<file path="src/rtl/mem_responder.sv">
// Single-port SRAM responder for the core's fetch and data buses, fixed wait states.
// Define MEM_RESP_RANGE_CHECK_EN to suppress and flag accesses beyond 4*MEM_WORDS bytes.
module mem_responder #(
  parameter int unsigned ADDR_W      = 32,
  parameter int unsigned MEM_WORDS   = 4096,
  parameter int unsigned WAIT_STATES = 1
) (
  input  logic                         clk,
  input  logic                         rst,
  input  logic                         en_iaddr,
  input  logic [ADDR_W-1:0]            iaddr,
  output logic [31:0]                  idata,
  input  logic                         dbus_re,
  input  logic                         dbus_we,
  input  logic [ADDR_W-1:0]            daddr,
  input  logic [31:0]                  dwdata,
  input  logic [3:0]                   dbe,
  output logic [31:0]                  drdata,
  output logic                         stall,
  output logic                         err,
  output logic [$clog2(MEM_WORDS)-1:0] mem_addr,
  output logic                         mem_re,
  output logic                         mem_we,
  output logic [3:0]                   mem_be,
  output logic [31:0]                  mem_wdata,
  input  logic [31:0]                  mem_rdata
);
  localparam int unsigned AW = $clog2(MEM_WORDS);

  typedef enum logic [1:0] {StIdle, StIssue, StWait, StDone} state_e;

  state_e            state_q, state_d;
  logic [3:0]        cnt_q, cnt_d;
  logic              is_data_q, is_data_d;
  logic              is_store_q, is_store_d;
  logic              oor_q, oor_d;
  logic [ADDR_W-1:0] addr_q, addr_d;
  logic              i_served_q, i_served_d, d_served_q, d_served_d;
  logic [ADDR_W-1:0] i_srv_addr_q, i_srv_addr_d, d_srv_addr_q, d_srv_addr_d;
  logic [31:0]       idata_q, idata_d, drdata_q, drdata_d;
  logic              mem_re_q, mem_re_d, mem_we_q, mem_we_d;
  logic [AW-1:0]     mem_addr_q, mem_addr_d;
  logic [3:0]        mem_be_q, mem_be_d;
  logic [31:0]       mem_wdata_q, mem_wdata_d;

  logic              d_req, i_keep, d_keep, i_new, d_new, sel_store, sel_oor;
  logic [ADDR_W-1:0] sel_addr;
  logic [31:0]       rdata_eff;

  // A served flag survives only while the same request is still being held.
  assign d_req     = dbus_re | dbus_we;
  assign i_keep    = i_served_q & en_iaddr & (iaddr == i_srv_addr_q);
  assign d_keep    = d_served_q & d_req & (daddr == d_srv_addr_q);
  assign i_new     = en_iaddr & ~i_keep;
  assign d_new     = d_req & ~d_keep;
  assign sel_addr  = d_new ? daddr : iaddr;
  assign sel_store = d_new & dbus_we;
  assign rdata_eff = oor_q ? 32'd0 : mem_rdata;

`ifdef MEM_RESP_RANGE_CHECK_EN
  assign sel_oor = (sel_addr >> (AW + 2)) != '0;
`else
  assign sel_oor = 1'b0;
`endif

  always_comb begin
    state_d      = state_q;
    cnt_d        = cnt_q;
    is_data_d    = is_data_q;
    is_store_d   = is_store_q;
    oor_d        = oor_q;
    addr_d       = addr_q;
    i_served_d   = i_keep;
    d_served_d   = d_keep;
    i_srv_addr_d = i_srv_addr_q;
    d_srv_addr_d = d_srv_addr_q;
    idata_d      = idata_q;
    drdata_d     = drdata_q;
    mem_re_d     = 1'b0;
    mem_we_d     = 1'b0;
    mem_addr_d   = mem_addr_q;
    mem_be_d     = mem_be_q;
    mem_wdata_d  = mem_wdata_q;
    unique case (state_q)
      StIdle: begin
        if (i_new | d_new) begin
          is_data_d   = d_new;
          is_store_d  = sel_store;
          oor_d       = sel_oor;
          addr_d      = sel_addr;
          mem_re_d    = ~sel_oor & ~sel_store;
          mem_we_d    = ~sel_oor & sel_store;
          mem_addr_d  = sel_addr[AW+1:2];
          mem_be_d    = dbe;
          mem_wdata_d = dwdata;
          state_d     = StIssue;
        end
      end
      StIssue: begin
        if (WAIT_STATES == 0) begin
          state_d = StDone;
        end else begin
          cnt_d   = 4'(WAIT_STATES);
          state_d = StWait;
        end
      end
      StWait: begin
        cnt_d = cnt_q - 4'd1;
        if (cnt_q == 4'd1) state_d = StDone;
      end
      StDone: begin
        if (is_data_q) begin
          d_served_d   = 1'b1;
          d_srv_addr_d = addr_q;
          if (!is_store_q) drdata_d = rdata_eff;
        end else begin
          i_served_d   = 1'b1;
          i_srv_addr_d = addr_q;
          idata_d      = rdata_eff;
        end
        state_d = StIdle;
      end
    endcase
  end

  always_ff @(posedge clk) begin
    if (rst) begin
      state_q      <= StIdle;
      cnt_q        <= 4'd0;
      is_data_q    <= 1'b0;
      is_store_q   <= 1'b0;
      oor_q        <= 1'b0;
      addr_q       <= '0;
      i_served_q   <= 1'b0;
      d_served_q   <= 1'b0;
      i_srv_addr_q <= '0;
      d_srv_addr_q <= '0;
      idata_q      <= 32'd0;
      drdata_q     <= 32'd0;
      mem_re_q     <= 1'b0;
      mem_we_q     <= 1'b0;
      mem_addr_q   <= '0;
      mem_be_q     <= 4'd0;
      mem_wdata_q  <= 32'd0;
    end else begin
      state_q      <= state_d;
      cnt_q        <= cnt_d;
      is_data_q    <= is_data_d;
      is_store_q   <= is_store_d;
      oor_q        <= oor_d;
      addr_q       <= addr_d;
      i_served_q   <= i_served_d;
      d_served_q   <= d_served_d;
      i_srv_addr_q <= i_srv_addr_d;
      d_srv_addr_q <= d_srv_addr_d;
      idata_q      <= idata_d;
      drdata_q     <= drdata_d;
      mem_re_q     <= mem_re_d;
      mem_we_q     <= mem_we_d;
      mem_addr_q   <= mem_addr_d;
      mem_be_q     <= mem_be_d;
      mem_wdata_q  <= mem_wdata_d;
    end
  end

`ifdef MEM_RESP_RANGE_CHECK_EN
  logic err_q, err_d;
  assign err_d = (state_d == StDone) & oor_q;
  always_ff @(posedge clk) begin
    if (rst) err_q <= 1'b0;
    else     err_q <= err_d;
  end
  assign err = err_q;
`else
  assign err = 1'b0;
`endif

  // Read data is bypassed in DONE so the core can use it in the cycle stall drops.
  assign idata     = (state_q == StDone && !is_data_q) ? rdata_eff : idata_q;
  assign drdata    = (state_q == StDone && is_data_q && !is_store_q) ? rdata_eff : drdata_q;
  assign stall     = ~rst & (((state_q == StIdle) & (i_new | d_new)) |
                             (state_q == StIssue) | (state_q == StWait));
  assign mem_re    = mem_re_q;
  assign mem_we    = mem_we_q;
  assign mem_addr  = mem_addr_q;
  assign mem_be    = mem_be_q;
  assign mem_wdata = mem_wdata_q;

endmodule
</file>
<file path="config.mk">
export PLATFORM = sky130hd
export DESIGN_NAME = mem_responder
export DESIGN_NICKNAME = d
export VERILOG_FILES = /design/src/rtl/mem_responder.sv
export SDC_FILE = /design/constraint.sdc
export NUM_CORES = 1
export LEC_CHECK = 0
export BUFFER_PORTS_ARGS = -buffer_cell sky130_fd_sc_hd__buf_2
export CELL_PAD_IN_SITES_DETAIL_PLACEMENT = 1
export CELL_PAD_IN_SITES_GLOBAL_PLACEMENT = 1
export CORE_UTILIZATION = 38
export CTS_BUF_LIST = sky130_fd_sc_hd__clkbuf_4 sky130_fd_sc_hd__clkbuf_8 sky130_fd_sc_hd__clkbuf_16
export DETAILED_ROUTE_END_ITERATION = 8
export PLACE_DENSITY = 0.84
export SYNTH_ARGS = -nofsm -noshare
export SYNTH_HDL_FRONTEND = slang
export SYNTH_SLANG_ARGS = --single-unit
</file>
<file path="constraint.sdc">
create_clock -name clk -period 3.7 [get_ports clk]
set_input_delay 0.74 -clock clk [delete_from_list [all_inputs] [get_ports clk]]
set_output_delay 0.74 -clock clk [all_outputs]
set_load 0.02 [all_outputs]
</file>
==> results by stage <==
GRT:
- For this run the aggregate overflow at the end of global routing stands at 0.
- The number of global-route vias before repair is roughly 8,400.
- Across every metal layer, demand over resource in global routing totals 23.5%.
- The wire length of the first global-routing pass is 45,000 um.
- The largest net degree at the start of global routing is 142.
- The number of antenna violations at the first check in global routing came to 4.

Run:
- The tool flagged a number of max-cap violations equal to 0.

Clocking:
- The number of H-tree levels is 1.
- The clock sink total is approximately 210.
- The hold buffer count at CTS is 0.
- Clock latency on the worst-skew pair, taken at its later pin, is 0.52 ns.
- The post-cts sizing count is 0.
- TritonCTS created 24 clock buffers.
- TritonCTS built the clock tree.
- The clock tree root driver cell is sky130_fd_sc_hd__clkbuf_16.
- The maximum root-to-sink buffer count is 3.
- The clock-pin slew on the worst setup and hold paths is 0.06 ns.
- The total setup buffers inserted after CTS is 0.

Place:
- The minimum setup slack after placement is between 0.3 and 0.4 ns.
- Buffers placed on the I/O ports in this run total 251.
- The half-perimeter wire length after detailed placement is 19,300 um.
- The routability-driven placement congestion ratio is a little under 0.8.
- The total placed cells including tap cells is between 1,500 and 2,000.

Worst setup path:
- The worst setup path is launched from a primary input.
- The cell repeated most along the worst path is sky130_fd_sc_hd__buf_2.
- The worst setup path is captured at an output pin.
- The path type of the worst setup path is primary input to output pin.
- At the worst endpoint, the arrival time is 2.73 ns.
- The source of the worst register-to-register timing path is i_srv_addr_q[8]$_SDFFE_PP0P_.
- The source of the critical timing path is iaddr[8].
- In this run the worst path has a maximum fanout of 4.
- The critical path required time is 2.96 ns.
- The signal on the critical path passes through buf_2 -> xor2_1 -> nor4_1 -> nand4_1 -> o311a_2 -> nor2_1 -> a21oi_1 -> buf_2.
- On the critical path, the stage with the largest delay is an instance of sky130_fd_sc_hd__nor4_1.
- The delay of the slowest cell on the worst path is 0.54 ns.

Power and ir drop:
- The clock network fraction of design power is 34.3%.
- Summed over all nets, the switching power comes to 2.46 mW.
- The internal portion of the total power is between 4 and 5 mW.
- The fraction of power consumed by sequential logic is 38.3%.
- IR analysis of the VDD net gives a maximum drop of 0.409 mV.
- The total power per unit cell area is 641 nW/um2.
- The switching share of power is 34.6%.
- The share of total power dissipated in combinational logic is 27.4%.
- The total design power is 7.12 mW.
- The leakage component of the power is 4.97 nW.

Min path:
- The startpoint identified for the worst hold timing path is mem_wdata[28]$_SDFFE_PP0P_.
- The worst hold-check path type is flip-flop to flip-flop.

Timing:
- The setup clock skew after layout is 0.0104 ns.
- The number of setup violations in the final report is 0.
- The final hold violation count came to 0.
- The worst max-slew margin expressed relative to the limit is between 30% and 40%.
- Setup repair after global routing left no endpoint under its margin.
- The number of pins with negative max-slew slack in the final report is 0.
- The worst path needs 3.47 ns of the cycle, external delays included.
- The post-route setup TNS is 0 ns.
- The slew of the pin with the lowest slew margin is around 0.94 ns.
- In the post-route analysis, the smallest setup slack over all paths is 0.229 ns.
- In the finished design, the share of the clock period the worst path needs comes to 93.8%.
- The maximum operating frequency is 288 MHz.

Finish:
- The post-route netlist has 27.9% of its cells at a drive strength greater than 1.
- Cells fill roughly 49% of the core in the end.
- The layout overhead on the synthesized area is 24.5%.
- After the last flow step, the layout net total stands at 1,386.
- The count of cells in the finished layout, fillers not included, comes to about 1,600.
- The number of fillers in the final layout is around 2,800.

Synthesis:
- In this run the mean area of a mapped cell was ~8.6 um2.
- In the synthesized netlist, the number of instances is 1,039.
- The part of the Yosys area used for sequential elements is 46.7%.
- In this run, distinct cell masters in the synthesized netlist total 43.
- The synthesized flop and latch total is 208.
- The count of flip-flops with a built-in enable after synthesis is 0.
- In the synthesized netlist the async set-or-reset flop fraction comes to 0%.
- Yosys printed 0 warnings.
- Among all flip-flop cells after synthesis, the most frequent one is sky130_fd_sc_hd__dfxtp_1.
- The number of nets in the synthesized netlist is 1,182.
- In this run the cell area of the synthesized design comes to 8910 um2.

Route:
- Dividing the detail-routed wire length by the instance count gives 18.5 um.
- The pre-antenna-repair detailed-routing pass consisted of 5 iterations.
- The number of DRC violations after detailed routing is 0.
- In this run, the number of DRC markers left after iteration 0 of detailed routing was 500.
- The overall via count from detail_route is 8,230.
- In the routed layout, each cell is associated on average with a via count of approximately 5.2.
- The aggregate routed wire length is 29,000 um.
- The final antenna-violating net count is 0.

Die:
- The number of primary I/O pins is 253.
- After floorplanning, the core was divided into 55 placement rows.
- The die is 155 um tall.
- The placeable core region is 22,800 um2.
- The floorplan die area is 24,100 um2.
- Once the floorplan was initialized, standard cells occupied 39.0% of the core.
- From left edge to right edge, the die measures 155 um.

Run status:
- The flow ran to the end, and the final reports show no timing, DRC or antenna violations.
## through the flow
stage / cell area [um2] / hold slack (ns)
5_1_grt: 11100 / 0.480
4_1_cts: 11100 / 0.461
3_5_place_dp: 10300 / 0.456
6_report: 11100 / 0.464
2_1_floorplan: 8910 / 0.443
3_3_place_gp: 10300 / 0.450
## sequential cells by signal, summed over array words and instances, names as in the netlist, 4 cells and up
name / flops
addr_q: 32
cnt_q: 4
d_srv_addr_q: 32
drdata_q: 32
i_srv_addr_q: 32
idata_q: 32
mem_be: 4
mem_wdata: 32
## cells in the final DEF (no fill, tap or decap), types with 4 or more instances in the layout
| cell | Yosys | routed |
|---|---|---|
| sky130_fd_sc_hd__xor2_1 | 47 | 47 |
| sky130_fd_sc_hd__mux2i_1 | 33 | 33 |
| sky130_fd_sc_hd__buf_4 | 17 | 17 |
| sky130_fd_sc_hd__ha_1 | 6 | 6 |
| sky130_fd_sc_hd__clkbuf_16 | 0 | 25 |
| sky130_fd_sc_hd__xnor2_1 | 17 | 17 |
| sky130_fd_sc_hd__nand3_1 | 40 | 40 |
| sky130_fd_sc_hd__o21ai_1 | 37 | 37 |
| sky130_fd_sc_hd__nor2_1 | 9 | 9 |
| sky130_fd_sc_hd__inv_1 | 7 | 6 |
| sky130_fd_sc_hd__a21oi_1 | 170 | 170 |
| sky130_fd_sc_hd__nand2_1 | 232 | 232 |
| sky130_fd_sc_hd__and2_1 | 33 | 33 |
| sky130_fd_sc_hd__clkbuf_4 | 0 | 6 |
| sky130_fd_sc_hd__mux2_2 | 29 | 29 |
| sky130_fd_sc_hd__nand4_1 | 6 | 6 |
| sky130_fd_sc_hd__nor4_1 | 11 | 11 |
| sky130_fd_sc_hd__o31ai_1 | 33 | 33 |
| sky130_fd_sc_hd__buf_2 | 7 | 250 |
| sky130_fd_sc_hd__nor3_1 | 4 | 4 |
| sky130_fd_sc_hd__dfxtp_1 | 208 | 208 |
## layout make-up
class,instances,area (um2),area share (%)
clock buffers,33,698,6.29
diodes,3,7.51,0.0676
repair buffers,269,1420,12.8
multi-input cells,733,4290,38.6
well taps,313,392,3.53
clock inverters,6,109,0.981
inverters,7,26.3,0.237
flip-flops and latches,208,4160,37.5
## routing by layer
metal  track usage [%]  wire, um  vias to the layer above
met5                 0        13                        -
met3              4.43      1910                       74
met2              41.0     14000                      281
met1              28.2     11900                     3949
li1                  -         -                     3924
met4              9.95      1110                        2
## kinds of logic after synthesis
logic type	synth area share, %
fa+ha+maj	0.842
compound gates	15.8
other cells	0.0421
mux	7.75
buf+inv	5.66
simple gates	16.9
xor+xnor	6.29
flops	46.7
## power groups by stage
stage          clock, mW  sequential (mW)  combinational (mW)
5_1_grt             2.58             2.76                2.11
2_1_floorplan          0             2.83                1.27
3_3_place_gp           0             2.75                1.89
3_5_place_dp           0             2.77                1.94
4_1_cts             2.49             2.72                1.96
6_report            2.45             2.73                1.95
## path summary, 6_finish.rpt
kind | endpoint | cells after the start | slack (ns)
worst max-delay path | stall | 8 | 0.23
worst min-delay path | mem_wdata[28]$_SDFFE_PP0P_ | 2 | 0.46
worst max register to register | addr_q[11]$_SDFFE_PP0P_ | 7 | 0.88
worst min register to register | mem_wdata[28]$_SDFFE_PP0P_ | 2 | 0.46
## synth_stat cells, types with 2 or more instances
| cell type | count | share of area, % |
|---|---|---|
| sky130_fd_sc_hd__a21oi_1 | 170 | 9.5 |
| sky130_fd_sc_hd__and2_1 | 33 | 2.3 |
| sky130_fd_sc_hd__and3_1 | 2 | 0.14 |
| sky130_fd_sc_hd__buf_1 | 11 | 0.46 |
| sky130_fd_sc_hd__buf_2 | 7 | 0.39 |
| sky130_fd_sc_hd__buf_4 | 17 | 1.4 |
| sky130_fd_sc_hd__buf_6 | 4 | 0.51 |
| sky130_fd_sc_hd__buf_8 | 3 | 0.51 |
| sky130_fd_sc_hd__clkbuf_1 | 49 | 2.1 |
| sky130_fd_sc_hd__dfxtp_1 | 208 | 47 |
| sky130_fd_sc_hd__ha_1 | 6 | 0.84 |
| sky130_fd_sc_hd__inv_1 | 7 | 0.29 |
| sky130_fd_sc_hd__mux2_1 | 3 | 0.38 |
| sky130_fd_sc_hd__mux2_2 | 29 | 3.7 |
| sky130_fd_sc_hd__mux2i_1 | 33 | 3.7 |
| sky130_fd_sc_hd__nand2_1 | 232 | 9.8 |
| sky130_fd_sc_hd__nand2b_1 | 2 | 0.14 |
| sky130_fd_sc_hd__nand3_1 | 40 | 2.2 |
| sky130_fd_sc_hd__nand4_1 | 6 | 0.42 |
| sky130_fd_sc_hd__nor2_1 | 9 | 0.38 |
| sky130_fd_sc_hd__nor3_1 | 4 | 0.22 |
| sky130_fd_sc_hd__nor4_1 | 11 | 0.77 |
| sky130_fd_sc_hd__o21ai_0 | 2 | 0.11 |
| sky130_fd_sc_hd__o21ai_1 | 37 | 2.1 |
| sky130_fd_sc_hd__o311a_1 | 2 | 0.22 |
| sky130_fd_sc_hd__o31ai_1 | 33 | 2.8 |
| sky130_fd_sc_hd__xnor2_1 | 17 | 1.7 |
| sky130_fd_sc_hd__xor2_1 | 47 | 4.6 |
## worst max-delay path, delay by kind of cell
kind / cells / cell delay (ns)
AOI/OAI and AO/OA: 2 / 0.52
buffers and inverters: 2 / 0.28
xor gates and xnor gates: 1 / 0.15
and+or+nand+nor: 3 / 1.04
No activity file was read; power rests on OpenSTA's default activity.
